`src/rtl/matrix_keypad_scan.sv`:
```
// Row/column keypad scanner: drives one active-low column at a time,
// builds full scan frames, rejects ghosting frames, debounces press and
// release over whole frames and queues one key code per press in a FIFO.
//
// Ports:
//   clk       in   system clock
//   rst       in   synchronous active-high reset
//   key_r     in   [ROWS] row sense, active-low, asynchronous
//   key_c     out  [COLS] column drive, active-low, one bit low
//   key_code  out  [KW]   code at FIFO head (col*ROWS + row), 0 when empty
//   key_valid out  FIFO not empty
//   key_ready in   consumer accepts key_code when key_valid && key_ready
//   held      out  a debounced key is currently down
//   overflow  out  sticky: a debounced press was dropped on a full FIFO
module matrix_keypad_scan #(
    parameter int ROWS       = 4,
    parameter int COLS       = 4,
    parameter int SCAN_DIV   = 500,
    parameter int DEBOUNCE   = 4,
    parameter int FIFO_DEPTH = 4,
    localparam int KW        = $clog2(ROWS * COLS)
) (
    input  logic            clk,
    input  logic            rst,
    input  logic [ROWS-1:0] key_r,
    output logic [COLS-1:0] key_c,
    output logic [KW-1:0]   key_code,
    output logic            key_valid,
    input  logic            key_ready,
    output logic            held,
    output logic            overflow
);

    localparam int N   = ROWS * COLS;
    localparam int DW  = $clog2(SCAN_DIV);
    localparam int CIW = $clog2(COLS);
    localparam int CW  = $clog2(DEBOUNCE + 1);
    localparam int PW  = $clog2(FIFO_DEPTH);

    typedef enum logic [1:0] {
        IDLE,
        PRESS_WAIT,
        HELD,
        RELEASE_WAIT
    } state_t;

    // Scan and frame capture
    logic [ROWS-1:0] r_meta;
    logic [ROWS-1:0] r_sync;
    logic [DW-1:0]   dwell;
    logic [CIW-1:0]  col_idx;
    logic [N-1:0]    frame;
    logic [N-1:0]    frame_full;
    logic            tick;
    logic            frame_done;

    assign tick       = (dwell == DW'(SCAN_DIV - 1));
    assign frame_done = tick && (col_idx == CIW'(COLS - 1));

    // Synchroniser resets to "all released" so no phantom press is seen
    always_ff @(posedge clk) begin
        if (rst) begin
            r_meta  <= '1;
            r_sync  <= '1;
            dwell   <= '0;
            col_idx <= '0;
            frame   <= '0;
        end else begin
            r_meta <= key_r;
            r_sync <= r_meta;
            if (tick) begin
                dwell <= '0;
                frame[col_idx*ROWS +: ROWS] <= ~r_sync;
                if (col_idx == CIW'(COLS - 1))
                    col_idx <= '0;
                else
                    col_idx <= col_idx + 1'b1;
            end else begin
                dwell <= dwell + 1'b1;
            end
        end
    end

    always_comb begin
        key_c          = '1;
        key_c[col_idx] = 1'b0;
    end

    // Frame as it will look after this tick: last column taken live
    always_comb begin
        frame_full = frame;
        frame_full[(COLS-1)*ROWS +: ROWS] = ~r_sync;
    end

    // Classification: nset saturates at 2 (MULTI)
    logic [1:0]    nset;
    logic [KW-1:0] hit_idx;
    logic          single;

    always_comb begin
        nset    = 2'd0;
        hit_idx = '0;
        for (int i = 0; i < N; i++) begin
            if (frame_full[i]) begin
                if (nset != 2'd2)
                    nset = nset + 2'd1;
                hit_idx = KW'(i);
            end
        end
    end

    assign single = (nset == 2'd1);

    // Debounce FSM
    state_t        state, state_nx;
    logic [KW-1:0] cand, cand_nx;
    logic [CW-1:0] cnt, cnt_nx;
    logic [CW-1:0] cnt_inc;
    logic          cand_bit;
    logic          push;

    assign cnt_inc  = cnt + 1'b1;
    assign cand_bit = frame_full[cand];

    always_ff @(posedge clk) begin
        if (rst) begin
            state <= IDLE;
            cand  <= '0;
            cnt   <= '0;
        end else begin
            state <= state_nx;
            cand  <= cand_nx;
            cnt   <= cnt_nx;
        end
    end

    always_comb begin
        state_nx = state;
        cand_nx  = cand;
        cnt_nx   = cnt;
        if (frame_done) begin
            unique case (state)
                IDLE: begin
                    if (single) begin
                        cand_nx  = hit_idx;
                        cnt_nx   = CW'(1);
                        state_nx = (DEBOUNCE == 1) ? HELD : PRESS_WAIT;
                    end
                end
                PRESS_WAIT: begin
                    if (single && hit_idx == cand) begin
                        cnt_nx = cnt_inc;
                        if (cnt_inc == CW'(DEBOUNCE))
                            state_nx = HELD;
                    end else if (single) begin
                        cand_nx = hit_idx;
                        cnt_nx  = CW'(1);
                    end else begin
                        state_nx = IDLE;
                    end
                end
                HELD: begin
                    if (!cand_bit) begin
                        cnt_nx   = CW'(1);
                        state_nx = (DEBOUNCE == 1) ? IDLE : RELEASE_WAIT;
                    end
                end
                RELEASE_WAIT: begin
                    if (cand_bit) begin
                        state_nx = HELD;
                    end else begin
                        cnt_nx = cnt_inc;
                        if (cnt_inc == CW'(DEBOUNCE))
                            state_nx = IDLE;
                    end
                end
                default: state_nx = IDLE;
            endcase
        end
    end

    // When a push fires, hit_idx equals the accepted candidate
    always_comb begin
        held = (state == HELD) || (state == RELEASE_WAIT);
        push = 1'b0;
        if (frame_done && single) begin
            if (state == IDLE && DEBOUNCE == 1)
                push = 1'b1;
            if (state == PRESS_WAIT && hit_idx == cand &&
                cnt_inc == CW'(DEBOUNCE))
                push = 1'b1;
        end
    end

    // Key event FIFO
    logic [KW-1:0] mem [FIFO_DEPTH];
    logic [PW-1:0] wr_ptr;
    logic [PW-1:0] rd_ptr;
    logic [PW:0]   count;
    logic          full;
    logic          pop;
    logic          do_push;

    assign full      = (count == (PW+1)'(FIFO_DEPTH));
    assign key_valid = (count != '0);
    assign pop       = key_valid && key_ready;
    // A pop in the same cycle frees the slot for a push on a full FIFO
    assign do_push   = push && (!full || pop);
    assign key_code  = key_valid ? mem[rd_ptr] : '0;

    always_ff @(posedge clk) begin
        if (rst) begin
            wr_ptr   <= '0;
            rd_ptr   <= '0;
            count    <= '0;
            overflow <= 1'b0;
        end else begin
            if (do_push)
                wr_ptr <= wr_ptr + 1'b1;
            if (pop)
                rd_ptr <= rd_ptr + 1'b1;
            unique case ({do_push, pop})
                2'b10:   count <= count + 1'b1;
                2'b01:   count <= count - 1'b1;
                default: count <= count;
            endcase
            if (push && full && !pop)
                overflow <= 1'b1;
        end
    end

    always_ff @(posedge clk) begin
        if (do_push)
            mem[wr_ptr] <= hit_idx;
    end

endmodule

```
`config.mk`:
```
export PLATFORM = sky130hd
export DESIGN_NAME = matrix_keypad_scan
export DESIGN_NICKNAME = d
export VERILOG_FILES = /design/src/rtl/matrix_keypad_scan.sv
export SDC_FILE = /design/constraint.sdc
export NUM_CORES = 1
export LEC_CHECK = 0
export CAP_MARGIN = 20
export CORE_MARGIN = 10
export CORE_UTILIZATION = 45
export CTS_CLUSTER_DIAMETER = 150
export DETAILED_ROUTE_END_ITERATION = 7
export PLACE_DENSITY = 0.73
export SYNTH_ARGS = -nofsm -noshare
export SYNTH_HDL_FRONTEND = slang
export SYNTH_SLANG_ARGS = --single-unit
```
`constraint.sdc`:
```
create_clock -name clk -period 9.9 [get_ports clk]
set_clock_uncertainty 0.2 [all_clocks]
set_input_delay 1.98 -clock clk [delete_from_list [all_inputs] [get_ports clk]]
set_output_delay 1.98 -clock clk [all_outputs]
set_load 0.005 [all_outputs]
```
==> run_results.csv <==
group,metric,value,unit
clock_network,clock_latency,0.34,ns
clock_network,hold_buffers,0,
global_routing,grt_max_degree,42,
yosys,yosysSeqAreaShare,29.4,%
yosys,yosysWarnings,0,
timing,drv_slew,0,
placed_design,port_buffers,17,
timing,hold_viol,0,
yosys,netlist_instances,613,
cells_and_area,stdcell_area,5470,um^2
critical_path,critPathMaxFanout,9,
global_routing,grt_use_total,14.7,%
routing,drc_errors,0,
cells_and_area,drive_above_1_share,10.2,%
critical_path,crit_family,"compound AO/OA/AOI/OAI gates",
yosys,ys_ff_latch,66,
routing,routed_wl,11900,um
routing,vias,4655,
die,coreArea,10900,um^2
power,p_leak,1.90,nW
critical_path,cp_data_required_time,9.98,ns
clock_network,root_buffer,"clkbuf_8",
clock_network,cts-buffers-inserted,9,
global_routing,grt_util_met3,2.98,%
global_routing,gr-usage-met2,24.5,%
critical_path,slowest_stage,"or3b_2",
clock_network,clock_path_buffers,2,
die,dieArea,15800,um^2
die,rows,38,
timing,final.min_clock_period,7.69,ns
critical_path,critPathBufInv,3,
routing,wl_per_cell,15.8,um
timing,rsz0062_at_grt,"no",
clock_network,path_clk_slew,0.07,ns
global_routing,antenna_found_initial,0,
critical_path,start_kind,"register",
yosys,synth_edf_count,16,
routing,drtIter0Drc,373,
timing,fmax,130,MHz
timing,finalSetupViolCount,0,
yosys,yosys_most_used_dff,"dfxtp_1",
die,pin_count,18,
clock_network,htreeDepth,3,
timing,maxSlewHeadroom,32.5,%
global_routing,grt_pass1_wl,20400,um
critical_path,critPathCaptureType,"register",
clock_network,cts_setup_buffers,0,
placed_design,dp_hpwl,8870,um
power,irDropWorstVdd,0.0680,mV
die,initial_core_util,46.3,%
yosys,synth_nets,639,
routing,first_pass_iters,6,
critical_path,worstSetupPathType,"reg -> reg",
global_routing,met1_usage,19.0,%
hold_path,min-delay-path-class,"reg -> reg",
yosys,ys_types,79,
yosys,netlist_area,5050,um^2
power,power_per_cell_area,97.7,nW/um^2
clock_network,cts_resized,0,
outcome,outcome,"completed",
critical_path,slowest_delay,0.52,ns
placed_design,postPlaceCellArea,5270,um^2
routing,antenna_left,0,
cells_and_area,antennaDiodeCount,0,
yosys,avgSynthCellArea,8.23,um^2
timing,finalCritPeriodShare,77.7,%
die,die_h,126,um
timing,fin_setup_tns,0,ns
global_routing,overflow,0,
critical_path,cp.arrival,7.77,ns
yosys,ys_async_sr_fraction,0,%
clock_network,clock_sinks,66,
global_routing,grt.busiest_layer,"met2",
routing,vias_per_cell,6.17,
global_routing,first_global_vias,4237,
timing,max_slew.worst_pin.slew,1.01,ns
die,die_w,126,um
cells_and_area,synthToLayoutAreaGrowth,8.38,%
job,maxCapViolations,0,
cells_and_area,fin_nets,636,
placed_design,place_congestion,0.965,
clock_network,cts_tree,"done",
==> worst register-to-register path, delay by kind of cell, from the launching register on <==
family,cells,cell delay [ns]
simple gates,11,2.54
compound gates,11,2.68
flops,1,0.45
fa+ha+maj,4,1.23
buf+inv,3,0.20
xor+xnor,2,0.35
==> placed cells by master, fill, tap and decap left out, types with 9 or more instances in the layout <==
master and count:
a211oi_1 9, a21oi_1 46, and2_1 12, clkbuf_8 12, clkdlybuf4s50_1 17, dfxtp_1 50, edfxtp_1 16, ha_1 18
inv_1 35, mux4_2 9, nand2_1 38, nand3_1 21, nand4_1 10, nor2_1 66, nor3_1 25, nor4_1 15
o211ai_1 13, o21ai_0 22, or2_2 12, xnor2_1 15
==> logic make-up (layout without fill, tap and decap cells) <==
kind of cell	Yosys count	count (layout)	share of synthesized area (%)
adders and majority gates	19	19	4.86
DFF	66	66	29.4
muxes	15	15	5.23
and+or+nand+nor	242	242	24.7
xor gates and xnor gates	24	24	4.31
AOI/OAI and AO/OA	175	175	25.7
buffers and inverters	72	74	5.83
==> synth_stat cells, drive strengths merged, types with 4 or more instances <==
| cell | n | share of area (%) |
|---|---|---|
| o31ai | 6 | 1.1 |
| a21oi | 47 | 4.7 |
| ha | 18 | 4.5 |
| inv | 35 | 2.6 |
| clkbuf | 24 | 1.8 |
| mux4 | 9 | 4.0 |
| or3 | 8 | 0.99 |
| o211ai | 15 | 2.4 |
| a31oi | 9 | 1.2 |
| o211a | 4 | 0.79 |
| nand2b | 4 | 0.50 |
| edfxtp | 16 | 9.5 |
| xor2 | 9 | 1.7 |
| nand3 | 21 | 2.1 |
| nand2 | 38 | 2.8 |
| o22ai | 6 | 0.87 |
| a211o | 4 | 0.69 |
| a311oi | 7 | 1.5 |
| nor4 | 15 | 1.9 |
| and3 | 8 | 0.99 |
| o21ai | 23 | 2.3 |
| nor2 | 66 | 4.9 |
| dfxtp | 50 | 20 |
| mux2i | 5 | 0.99 |
| and2 | 12 | 1.5 |
| a211oi | 11 | 1.8 |
| buf | 11 | 1.3 |
| or2 | 15 | 1.9 |
| a21o | 7 | 1.0 |
| nand4 | 10 | 1.2 |
| xnor2 | 15 | 2.6 |
| nor3 | 28 | 3.1 |
| nor4b | 4 | 0.82 |
| o32ai | 5 | 1.2 |
==> layout make-up <==
cell class,instances,area (um^2)
fillers,1047,5420
multi-input cells,475,3270
flip-flops and latches,66,1480
repair buffers,21,200
clock buffers,15,198
well taps,140,175
inverters,37,139
clock inverters,1,5.00
==> final timing paths <==
path,from,end,slack (ns),depth (start not counted)
setup / recovery,frame[1],count[2],2.21,31
hold / removal,r_meta[3],r_sync[3],0.21,1
setup reg to reg,frame[1],count[2],2.21,31
hold reg to reg,r_meta[3],r_sync[3],0.21,1
==> registers in the layout, summed over array words and instances (netlist names), named ones only <==
register,count
cand,4
cnt,3
col_idx,2
count,3
dwell,9
frame,12
mem,16
overflow,1
r_meta,4
r_sync,4
rd_ptr,2
state,2
wr_ptr,2
==> where the power goes <==
part / total, mW / switching (mW) / internal, mW / leakage [nW]
Clock: 0.224 / 0.0977 / 0.127 / 0.105
Combinational: 0.0272 / 0.0162 / 0.0110 / 1.24
Sequential: 0.283 / 0.00381 / 0.279 / 0.551
==> stage by stage <==
stage | util, % | std cells | power (mW) | setup slack (ns) | hold slack (ns)
6_report | 50.2 | 755 | 0.534 | 2.21 | 0.211
3_3_place_gp | 48.4 | 739 | 0.315 | 2.50 | 0.191
5_1_grt | 50.2 | 755 | 0.557 | 1.56 | 0.222
3_5_place_dp | 48.4 | 739 | 0.316 | 2.33 | 0.196
2_1_floorplan | - | 613 | 0.308 | 3.09 | 0.189
4_1_cts | 50.2 | 755 | 0.540 | 2.31 | 0.211
==> routing by layer <==
layer  routed length [um]  up-vias
li1                     -     2279
met1                 5540     2242
met2                 5800      119
met3                  472       15
met4                  126        0
met5                    0        -
(Power assumes the default switching activity.)
